<file path="src/rtl/pipe_hazard_ctrl.sv">
// Hazard, forwarding and stall/flush controller for the 5-stage RV32I pipeline.
// Define HAZ_WATCHDOG_EN to add the data-memory wait watchdog (mem_timeout).
module pipe_hazard_ctrl #(
    parameter int REGISTER_ADDR_WIDTH = 5,
    parameter int LOAD_USE_BUBBLES    = 1,
    parameter int COUNT_WIDTH         = 16,
    parameter int MEM_TIMEOUT         = 255
) (
    input  logic                           cpu_clk,
    input  logic                           cpu_rst_n,
    input  logic [REGISTER_ADDR_WIDTH-1:0] rs1_ID,
    input  logic [REGISTER_ADDR_WIDTH-1:0] rs2_ID,
    input  logic [REGISTER_ADDR_WIDTH-1:0] rs1_EX,
    input  logic [REGISTER_ADDR_WIDTH-1:0] rs2_EX,
    input  logic [REGISTER_ADDR_WIDTH-1:0] rd_EX,
    input  logic                           reg_write_EX,
    input  logic [1:0]                     result_sel_EX,
    input  logic                           redirect_EX,
    input  logic [REGISTER_ADDR_WIDTH-1:0] rd_MEM,
    input  logic                           reg_write_MEM,
    input  logic [1:0]                     result_sel_MEM,
    input  logic [REGISTER_ADDR_WIDTH-1:0] rd_WB,
    input  logic                           reg_write_WB,
    input  logic                           inst_mem_hazard,
    input  logic                           data_mem_hazard,
    output logic                           stall_PC_IF,
    output logic                           stall_IF_ID,
    output logic                           stall_ID_EX,
    output logic                           stall_EX_MEM,
    output logic                           stall_MEM_WB,
    output logic                           flush_IF_ID,
    output logic                           flush_ID_EX,
    output logic [2:0]                     forward_detect_EX_rs1,
    output logic [2:0]                     forward_detect_EX_rs2,
    output logic [COUNT_WIDTH-1:0]         stall_cycle_count,
    output logic                           mem_timeout
);
    typedef enum logic [1:0] {RUN = 2'd0, LU_HOLD = 2'd1, MEM_FREEZE = 2'd2} state_t;

    localparam logic [2:0] BUB_RELOAD = 3'(LOAD_USE_BUBBLES - 1);

    state_t                 state_q, state_d, eff_state;
    logic [2:0]             bub_q, bub_d;
    logic [COUNT_WIDTH-1:0] cnt_q, cnt_d;
    logic                   timeout_q, wd_fire, dmh, lu;

    if (LOAD_USE_BUBBLES < 1 || LOAD_USE_BUBBLES > 4 || MEM_TIMEOUT < 1) begin : g_param_chk
        $error("pipe_hazard_ctrl: LOAD_USE_BUBBLES must be 1..4 and MEM_TIMEOUT >= 1");
    end

    // EX_MEM beats WB; loads in EX_MEM have no data yet, and x0 is never forwarded.
    function automatic logic [2:0] fwd_sel(input logic [REGISTER_ADDR_WIDTH-1:0] rs);
        logic [2:0] sel;
        sel = 3'b000;
        if (reg_write_MEM && rd_MEM != '0 && rd_MEM == rs && result_sel_MEM != 2'b01)
            sel = 3'b001;
        else if (reg_write_WB && rd_WB != '0 && rd_WB == rs)
            sel = 3'b010;
        return sel;
    endfunction

    assign forward_detect_EX_rs1 = fwd_sel(rs1_EX);
    assign forward_detect_EX_rs2 = fwd_sel(rs2_EX);

    assign dmh = data_mem_hazard && !timeout_q;
    assign lu  = reg_write_EX && result_sel_EX == 2'b01 && rd_EX != '0 &&
                 (rd_EX == rs1_ID || rd_EX == rs2_ID);

`ifdef HAZ_WATCHDOG_EN
    localparam int WAIT_W = ($clog2(MEM_TIMEOUT + 1) > 8) ? $clog2(MEM_TIMEOUT + 1) : 8;

    logic [WAIT_W-1:0] wait_q, wait_d;
    logic              timeout_d;

    always_comb begin
        wait_d    = '0;
        timeout_d = timeout_q;
        wd_fire   = 1'b0;
        if (state_q == MEM_FREEZE && dmh) begin
            wait_d = wait_q + 1'b1;
            if (wait_d == WAIT_W'(MEM_TIMEOUT)) begin
                wd_fire   = 1'b1;
                timeout_d = 1'b1;
            end
        end
    end

    always_ff @(posedge cpu_clk or negedge cpu_rst_n) begin
        if (!cpu_rst_n) begin
            wait_q    <= '0;
            timeout_q <= 1'b0;
        end else begin
            wait_q    <= wait_d;
            timeout_q <= timeout_d;
        end
    end
`else
    assign timeout_q = 1'b0;
    assign wd_fire   = 1'b0;
`endif

    assign mem_timeout = timeout_q;

    always_comb begin
        // A freeze that ends this cycle behaves exactly like the state it resumes.
        eff_state = state_q;
        if (state_q == MEM_FREEZE && !dmh)
            eff_state = (bub_q != '0) ? LU_HOLD : RUN;

        state_d      = eff_state;
        bub_d        = bub_q;
        stall_PC_IF  = 1'b0;
        stall_IF_ID  = 1'b0;
        stall_ID_EX  = 1'b0;
        stall_EX_MEM = 1'b0;
        stall_MEM_WB = 1'b0;
        flush_IF_ID  = 1'b0;
        flush_ID_EX  = 1'b0;

        if (dmh) begin
            {stall_PC_IF, stall_IF_ID, stall_ID_EX, stall_EX_MEM, stall_MEM_WB} = 5'b11111;
            state_d = wd_fire ? RUN : MEM_FREEZE;
            if (wd_fire)
                bub_d = '0;
        end else begin
            case (eff_state)
                LU_HOLD: begin
                    stall_PC_IF = 1'b1;
                    stall_IF_ID = 1'b1;
                    flush_ID_EX = 1'b1;
                    bub_d       = bub_q - 1'b1;
                    state_d     = (bub_q == 3'd1) ? RUN : LU_HOLD;
                end
                default: begin
                    state_d = RUN;
                    if (redirect_EX) begin
                        flush_IF_ID = 1'b1;
                        flush_ID_EX = 1'b1;
                    end else if (lu || inst_mem_hazard) begin
                        stall_PC_IF = 1'b1;
                        stall_IF_ID = 1'b1;
                        flush_ID_EX = 1'b1;
                        if (lu && LOAD_USE_BUBBLES > 1) begin
                            bub_d   = BUB_RELOAD;
                            state_d = LU_HOLD;
                        end
                    end
                end
            endcase
        end

        if (!cpu_rst_n) begin
            {stall_PC_IF, stall_IF_ID, stall_ID_EX, stall_EX_MEM, stall_MEM_WB} = 5'b00000;
            flush_IF_ID = 1'b0;
            flush_ID_EX = 1'b0;
        end
    end

    assign cnt_d = (stall_PC_IF && cnt_q != '1) ? cnt_q + 1'b1 : cnt_q;

    always_ff @(posedge cpu_clk or negedge cpu_rst_n) begin
        if (!cpu_rst_n) begin
            state_q <= RUN;
            bub_q   <= '0;
            cnt_q   <= '0;
        end else begin
            state_q <= state_d;
            bub_q   <= bub_d;
            cnt_q   <= cnt_d;
        end
    end

    assign stall_cycle_count = cnt_q;
endmodule

</file>
<file path="config.mk">
export PLATFORM = sky130hd
export DESIGN_NAME = pipe_hazard_ctrl
export DESIGN_NICKNAME = d
export VERILOG_FILES = /design/src/rtl/pipe_hazard_ctrl.sv
export SDC_FILE = /design/constraint.sdc
export NUM_CORES = 1
export LEC_CHECK = 0
export ABC_CLOCK_PERIOD_IN_PS = 2100
export CAP_MARGIN = 20
export CORE_AREA = 5 5 68 70
export DETAILED_ROUTE_END_ITERATION = 7
export DIE_AREA = 0 0 73 75
export GPL_TIMING_DRIVEN = 0
export PLACE_DENSITY = 0.78
export SYNTH_ARGS = -nofsm -noshare
export SYNTH_HDL_FRONTEND = slang
export SYNTH_SLANG_ARGS = --single-unit
</file>
<file path="constraint.sdc">
create_clock -name cpu_clk -period 2.1 [get_ports cpu_clk]
set_input_delay 0.42 -clock cpu_clk [delete_from_list [all_inputs] [get_ports cpu_clk]]
set_output_delay 0.42 -clock cpu_clk [all_outputs]
set_load 0.005 [all_outputs]
</file>
Word-level counts from Yosys, hierarchy flattened
Index checks and enable logic that the tools add are counted.
{"block": "totals", "rom_bits": 0, "reg_bits": 21, "memories": 0, "inputBits": 47, "latchBits": 0, "out_inout_bits": 30, "ram_bits": 0}
{"block": "classes", "magnitude_cmp": 0, "n_reduce_logical": 21, "shifts": 0, "eq_ne": 12, "n_mux": 24, "n_addsub": 2, "mul": 0, "div_mod_pow": 0, "n_bitwise": 1}
{"operator": "$eq 5x5->1", "count": 6}
{"operator": "$mux 1", "count": 18}
{"operator": "$add 16x1->16 const B", "count": 1}
{"operator": "$ne 16x16->1 const B", "count": 1}
{"operator": "$reduce_bool 5->1", "count": 3}
{"operator": "$logic_and 1x1->1", "count": 13}
{"operator": "$mux 2", "count": 4}
{"operator": "$mux 3", "count": 2}
{"operator": "$eq 2x1->1 const B", "count": 2}
{"operator": "$eq 3x1->1 const B", "count": 1}
{"operator": "$reduce_bool 3->1", "count": 1}
{"operator": "$sub 3x1->3 const B", "count": 1}
{"operator": "$eq 2x2->1 const B", "count": 1}
{"operator": "$logic_or 1x1->1", "count": 2}
{"operator": "$ne 2x1->1 const B", "count": 1}
{"operator": "$reduce_and 2->1", "count": 1}
{"operator": "$logic_not 1->1", "count": 1}
{"operator": "$not 1->1", "count": 1}

Depth between registers and ports, before layout
Gate-level depths: netlist of run 1.
{"block": "depth", "depth_word": 11, "depth_mapped": 9}

Worst setup path before layout of run 1
Ideal clock, no wire load.
{"block": "synth_timing", "path_type": "input-to-output", "startpoint": "input rd_EX[1]", "endpoint": "output flush_ID_EX", "t_arrival_ns": 1.604, "n_path_buf": 0, "setup_slack_ns": 0.076, "path_stages": 4, "required_time_ns": 1.680, "cell_sequence": "or4_1 o2111ai_2 nor2_1 o41a_1"}
{"block": "synth_between", "elab_chain_len": 9, "elab_cells_between_ends": 12}
{"element": "start: declaration", "line": "15", "text": "input logic [REGISTER_ADDR_WIDTH-1:0] rd_EX,"}
{"element": "$eq 5x5->1 / $reduce_bool 5->1 (equally long branches)", "line": "67, 66"}
{"element": "$logic_or 1x1->1 / $logic_and 1x1->1 (equally long branches)", "line": "67, 66"}
{"element": "$logic_and 1x1->1 *", "line": "66", "text": "assign lu = reg_write_EX && result_sel_EX == 2'b01 && rd_EX != '0 &&"}
{"element": "$logic_or 1x1->1 *", "line": "139", "text": "end else if (lu || inst_mem_hazard) begin"}
{"element": "$mux 1 *", "line": "139"}
{"element": "$mux 1 *", "line": "136", "text": "if (redirect_EX) begin"}
{"element": "$mux 1 *", "line": "126", "text": "case (eff_state)"}
{"element": "$mux 1 *", "line": "120", "text": "if (dmh) begin"}
{"element": "$mux 1 *", "line": "152", "text": "if (!cpu_rst_n) begin"}
{"element": "end: declaration", "line": "32", "text": "output logic flush_ID_EX,"}
Mark *: on every way between the ends. The rest lies on a longest branch, timed or not.

Worst setup path in the final report of run 1
Same ends and word-level chain as after synthesis.

==> results.md, run 1 <==
* Status: finished, violations left
* Violated checks: setup timing
* Reg-to-Reg Start: bub_q[0]
* Worst hold path type: primary input to register
* Max Used Layer: met4
* TritonCTS clock tree: yes
* Max incr delay on CP at approximately 0.54 ns
* Avg Cell Area, Syn at around 9.4 um^2
* Dpl cells at around 290
* Initial DRC Count at 38
* Detailed placer's ending HPWL at roughly 3.4 mm
* HP Start: data_mem_hazard
* Final std cells w/o fill at 310
* Die Area at 5480 um^2
* Filler cell count in the final layout at around 340
* Core Rows at 23
* H-tree Lvls at 1
* Drt pass-1 iters at 4
* Setup ws final at -0.144 ns
* Fin nets at approximately 310
* I/O pin count at 77
* Worst Hold Depth at 1
* Synth Flop Type: dfrtp_1
* Leakage Power at between 0.001 and 0.0015 uW
* #FFs+latches synth at 21
* Yosys top cell area share at between 30% and 40%
* CP arrival at around 1.8 ns
* Gpl congestion at between 0.8 and 0.9
* Post-Syn Area at between 1500 and 2000 um^2
* Critical Path Source Type: primary input
* Multi-input gate area at 1120 um^2
* Via count of the routed design at about 1600
* Vias/cell at 5.08
* Met1 WL at about 1.9 mm
* Initial core utilization at 40.1%
* PortBufs at 73
* Synthesis-to-finish area growth at 64.4%
* CTS sink cnt at 21
* Top area cells in the synthesized netlist: dfrtp_1 33%, xor2_1 18%, xnor2_1 7.8%
* CP required at roughly 1.7 ns
* Avg WL per Cell at between 10 and 15 um
* R2r setup slk at 0.08 ns
* Crit Path Max Fanout at 3
* Syn Inst Count at 167
* Worst VDD drop at between 0.0007 and 0.0008 V
* CP Class: primary input to output pin
* Worst path cell trace: buf_8 -> or4_4 -> o2111ai_4 -> nor2_2 -> o41a_1 -> buf_2
* Number of enable flip-flop cells after synthesis at 0
* Final core occ at between 60% and 70%
* Crit path buf inv count at 2
* First-pass GRT wire length at 7.38 mm
* Area leader, netlist: dfrtp_1
* Clk slew on worst S/H paths at approximately 0.070 ns
* Global-route usage over all layers at 16.9%
* Ant diodes at 0
* Skew final at approximately 0.0014 ns
* Count of max-cap constraint violations at 0
* RSZ-0062 raised after global routing: yes
* Core area at around 3900 um^2
* Fmax at ~450 MHz
* Die H at around 75 um
* Routed Antenna Nets at 0
* GR Overflow Total at 0
* Met3 routed WL at ~340 um
* CP max stage cell: or4_4
* Setup crit start: rd_EX[1]
* Unique masters post-synth at 37
* Reg2Reg Capture Point: stall_cycle_count[14]
* Period minus WS final at 2.24 ns
* Die Wd at about 73 um
* Pin slew with the least headroom to its limit at around 0.93 ns
* Pin count of the biggest net entering global routing at 22
* Reg2Reg Depth at 9
* Post-place setup slack at -1.47 ns
* Finish-stage setup viols at 3
* Async set or reset register ratio after synthesis at 100%
* Drt total wl at ~4.6 mm
* Final Hold Vio Count at 0
* Register area at roughly 530 um^2
* CP top delay family: simple AND/OR/NAND/NOR gates
* Final Power at around 1700 uW
* Final period utilization at 107%
* Initial antenna violation count at 0
* Clock Path Buffers at 2
* Worst skew pair latency at between 0.2 and 0.3 ns
* Hold Crit Endpoint: state_q[1]
* Power per cell area at between 600 and 700 nW/um^2
* Count of pins over their slew limit at 0
* Syn. warnings at 0
* Residual DRC count at 0
* Share of cells above drive strength 1 at 32.7%
* Num CTS Buffers at 3
* Metal2 WL at approximately 2.3 mm
* Seq/Total Area, Yosys at between 30 and 40%
* Slew HR at between 30 and 40%
* Root Driver: clkbuf_8
* Vias in the first global route at 1639
* Worst setup EP type: output pin
* Placement Cell Area at ~2400 um^2
* Final instance area at 2580 um^2
## cell type report
type,instances,share of cell area (%)
Tap cell,50,2.43
Multi-Input combinational cell,132,43.6
Inverter,9,1.31
Clock buffer,4,1.75
Buffer,7,2.33
Sequential cell,21,20.4
Timing Repair Buffer,87,28.2
## sequential cells by signal (all words and copies together), names as in the netlist
| signal | flops |
|---|---|
| state_q | 2 |
| stall_cycle_count | 16 |
| bub_q | 3 |
## logic make-up after synthesis
| kind of cell | synth area share (%) |
|---|---|
| xor+xnor | 25.7 |
| mux | 1.59 |
| fa+ha+maj | 3.19 |
| simple gates | 21.2 |
| flops | 33.5 |
| other cells | 0.239 |
| compound gates | 8.85 |
| buf+inv | 5.74 |
## synth_stat cells, types with 2 or more instances
| library cell | count |
|---|---|
| xnor2_1 | 14 |
| nand3_1 | 8 |
| buf_4 | 6 |
| nor2_1 | 16 |
| or4_1 | 5 |
| o21ai_0 | 2 |
| ha_1 | 4 |
| xor2_1 | 32 |
| nand2_1 | 8 |
| inv_1 | 9 |
| a21oi_1 | 2 |
| or2_2 | 2 |
| nand2b_1 | 4 |
| nor4_1 | 5 |
| dfrtp_1 | 21 |
| a211o_1 | 2 |
| nand4_1 | 5 |
| nor3_1 | 3 |
## timing repair
| action | CTS | global route |
|---|---|---|
| setup buffers | 9 | 5 |
| hold buffers | 1 | 0 |
| pin swaps | 22 | 16 |
| endpoints found under the setup margin | 27 | 14 |
| gates resized for setup | 153 | 40 |
| hold endpoints to repair | 21 | 0 |
## worst max-delay path by stage
stage                              to  depth (start not counted)
after floorplan           flush_ID_EX                          4
after global placement    stall_PC_IF                          5
after detailed placement  stall_PC_IF                          5
after CTS                 stall_PC_IF                          8
after global routing      flush_ID_EX                          6
final                     flush_ID_EX                          6
## cells in the final DEF, fill, tap and decap left out, types with 2 or more instances in the layout
| master | instances |
|---|---|
| nand3_1 | 8 |
| clkbuf_2 | 8 |
| clkdlybuf4s50_1 | 26 |
| nor4_2 | 2 |
| nand2_1 | 8 |
| inv_2 | 3 |
| dlygate4sd2_1 | 7 |
| or4_1 | 2 |
| or4_4 | 3 |
| nand2b_1 | 3 |
| clkdlybuf4s15_1 | 4 |
| or2_2 | 2 |
| nor2_1 | 14 |
| buf_4 | 20 |
| ha_1 | 3 |
| nor3_2 | 2 |
| clkbuf_8 | 3 |
| buf_8 | 2 |
| a21oi_1 | 2 |
| nand4_1 | 5 |
| inv_1 | 6 |
| dfrtp_1 | 21 |
| nor4_4 | 4 |
| dlymetal6s2s_1 | 3 |
| xor2_1 | 31 |
| conb_1 | 3 |
| xnor2_1 | 13 |
| buf_2 | 16 |
| nor2_2 | 2 |
| buf_6 | 7 |
| a211o_1 | 2 |
## where the power goes
group | internal (uW) | switching (uW)
Sequential | 523 | 142
Clock | 135 | 124
Combinational | 480 | 322
Total | 1140 | 588
## per-stage QoR
stage	hold WS, ns	TNS (ns)
detailed placement	0.496	-22.61
floorplan	0.124	0
global route	0.467	-0.566
global placement	0.484	-22.03
CTS	0.463	-0.454
finish	0.466	-0.235
## routing by layer
| layer | vias up | track usage, % |
|---|---|---|
| met1 | 750 | 20.9 |
| met3 | 3 | 2.14 |
| met2 | 70 | 31.2 |
| met5 | - | 0 |
| li1 | 752 | - |
| met4 | 0 | 3.69 |
No activity file was read; power rests on OpenSTA's default activity.
==> run 2: changes to the inputs <==
--- a/config.mk
+++ b/config.mk
@@ -13,4 +13,5 @@
 export GPL_TIMING_DRIVEN = 0
 export PLACE_DENSITY = 0.78
+export SKIP_LAST_GASP = 1
 export SYNTH_ARGS = -nofsm -noshare
 export SYNTH_HDL_FRONTEND = slang
==> constraint.sdc (replaced) <==
create_clock -name cpu_clk -period 2.1 [get_ports cpu_clk]
set_input_delay 0.63 -clock cpu_clk [delete_from_list [all_inputs] [get_ports cpu_clk]]
set_output_delay 0.63 -clock cpu_clk [all_outputs]
set_load 0.005 [all_outputs]
==> run 2 against run 1 <==
The run still ends with setup timing left. Total power increased by 0.43%. Critical path type unchanged. Clock skew increased by 0.00077 ns. Hold slack got worse by 0.31 ns. Utilization increased by 3.8 points. Count of clock-buffer cells in the layout unchanged. Maximum frequency decreased by 17%. Largest power group unchanged. Via count decreased by 0.38%. Sequential share of layout area decreased by 1.1 points. Critical endpoint is now stall_PC_IF. Die area unchanged.
==> results.md, run 2 (synthesis results as in run 1) <==
* Status: finished, violations left
* Violated checks: setup timing
* RSZ-0062 raised after global routing: yes
* Gpl congestion at slightly below 0.8
* Die H at between 70 and 80 um
* Critical Path Source Type: primary input
* Root Driver: clkbuf_8
* Final period utilization at 128%
* GR Overflow Total at 0
* Count of pins over their slew limit at 0
* Power per cell area at ~640 nW/um^2
* Ant diodes at 0
* Fin nets at 316
* Period minus WS final at 2.70 ns
* CP required at 1.47 ns
* Detailed placer's ending HPWL at 3.47 mm
* Initial DRC Count at 31
* TritonCTS clock tree: yes
* Vias in the first global route at around 1500
* Core Rows at 23
* Initial core utilization at around two fifths
* Share of cells above drive strength 1 at roughly 33%
* I/O pin count at 77
* PortBufs at 73
* Fmax at about 370 MHz
* Finish-stage setup viols at 20
* Worst VDD drop at slightly below 0.0007 V
* Synthesis-to-finish area growth at 73.8%
* CP arrival at just over 2 ns
* Die Area at ~5500 um^2
* Max incr delay on CP at approximately 0.54 ns
* H-tree Lvls at 1
* Met2 usage at between 20% and 30%
* CP Class: primary input to output pin
* CP max stage cell: or4_4
* Avg WL per Cell at ~15 um
* Num CTS Buffers at 3
* Tightest hold margin at around 0.16 ns
* Clock Path Buffers at 2
* Worst hold path type: primary input to asynchronous set/reset pin
* Drt total wl at around 4.8 mm
* Clk slew on worst S/H paths at 0.07 ns
* Crit path buf inv count at 5
* Global-route usage over all layers at between 10% and 20%
* Met3 Use GR at 3.07%
* Routed Antenna Nets at 0
* Pin count of the biggest net entering global routing at 24
* Final Hold Vio Count at 0
* First-pass GRT wire length at roughly 6.9 mm
* Via count of the routed design at roughly 1600
* Worst skew pair latency at about 0.25 ns
* M1 GR Usage at 20.1%
* CTS sink cnt at 21
* Die Wd at 73 um
* Reg2Reg Depth at 7
* Initial antenna violation count at 0
* CP top delay family: buffers and inverters
* Skew final at 0.00219 ns
* Worst setup EP type: output pin
* Crit Path Max Fanout at 3
* Count of max-cap constraint violations at 0
* Vias/cell at 5.00
* Residual DRC count at 0
* Core area at 3910 um^2
* Setup_tns at -3.91 ns
* Drt pass-1 iters at 4
* Setup ws final at -0.598 ns
* Worst path cell trace: buf_8 -> or4_4 -> o2111ai_4 -> buf_6 -> o32ai_4 -> buf_6 -> buf_6 -> buf_6
* Leakage Power at 0.00131 uW
* Top cell by count, worst path: buf_6
* Critical Path Stages at 8
* Gr busiest metal: met2
* Commonest non-fill, non-tap cells in the layout: 32 x xor2_1, 22 x buf_4, 21 x dfrtp_1
* Max reg flops at 16
* Most common cell after layout, fill and taps aside: xor2_1
-- run 2: cell types whose count changed in the layout (fill, tap and decap cells not counted), sizes merged --
cell and change:
clkbuf -2, clkdlybuf4s15 -2, clkdlybuf4s50 -9, clkinvlp +1, dlygate4sd2 +11, dlygate4sd3 -1, dlymetal6s2s +7, inv -1
-- run 2: final cells by class --
type	count	area (um^2)
timing repair buffer	91	852
sequential	21	526
multi-input combinational	132	1140
tap	50	62.6
inverter	9	37.5
buffer	7	60.1
fill	322	1190
clock buffer	4	45.0
-- run 2: worst paths after layout --
kind                                       from                    to  slack [ns]
min                                   cpu_rst_n  stall_cycle_count[4]        0.16
min reg2reg                stall_cycle_count[9]  stall_cycle_count[9]        0.51
min in group cpu_clk       stall_cycle_count[9]  stall_cycle_count[9]        0.51
max in group asynchronous             cpu_rst_n              bub_q[2]        1.81
max reg2reg                stall_cycle_count[0]  stall_cycle_count[1]        0.05
max                                    rd_EX[2]           stall_PC_IF       -0.60
-- run 2: stage by stage --
stage	total power, uW	std cells	area, um^2	util [%]	setup WS [ns]
after floorplan	994	169	1630	-	-0.328
after global placement	1360	292	2420	61.9	-1.88
after detailed placement	1370	292	2420	61.9	-1.90
after CTS	1660	304	2530	64.6	-0.644
after global routing	1860	314	2730	69.7	-0.630
final	1730	314	2730	69.7	-0.598
-- run 2: power breakdown --
group	internal, uW	switching (uW)	total [uW]
registers	523	153	676
logic	478	326	804
clock network	135	118	253
-- run 2: repair_timing --
item / 4_1_cts / 5_1_grt
hold buffers: 0 / 0
pin swaps: 24 / 23
buffers inserted: 9 / 9
setup endpoints to repair: 27 / 24
gates resized for setup: 124 / 67
cloned: 0 / 2
-- run 2: per-layer routing --
metal | up-vias | part of all wire, %
met5 | - | 0
met1 | 742 | 44
met3 | 6 | 6.2
met4 | 0 | 1.2
li1 | 762 | -
met2 | 59 | 49
-- run 2: worst register-to-register path: cells and delay by family, from the launching register on --
kind / cells / cell delay [ns]
AND/OR/NAND/NOR: 2 / 0.51
flip-flops: 1 / 0.42
AO/OA/AOI/OAI: 2 / 0.32
multiplexers: 1 / 0.30
adder cells (fa/ha/maj): 1 / 0.22
buffers and inverters: 1 / 0.17
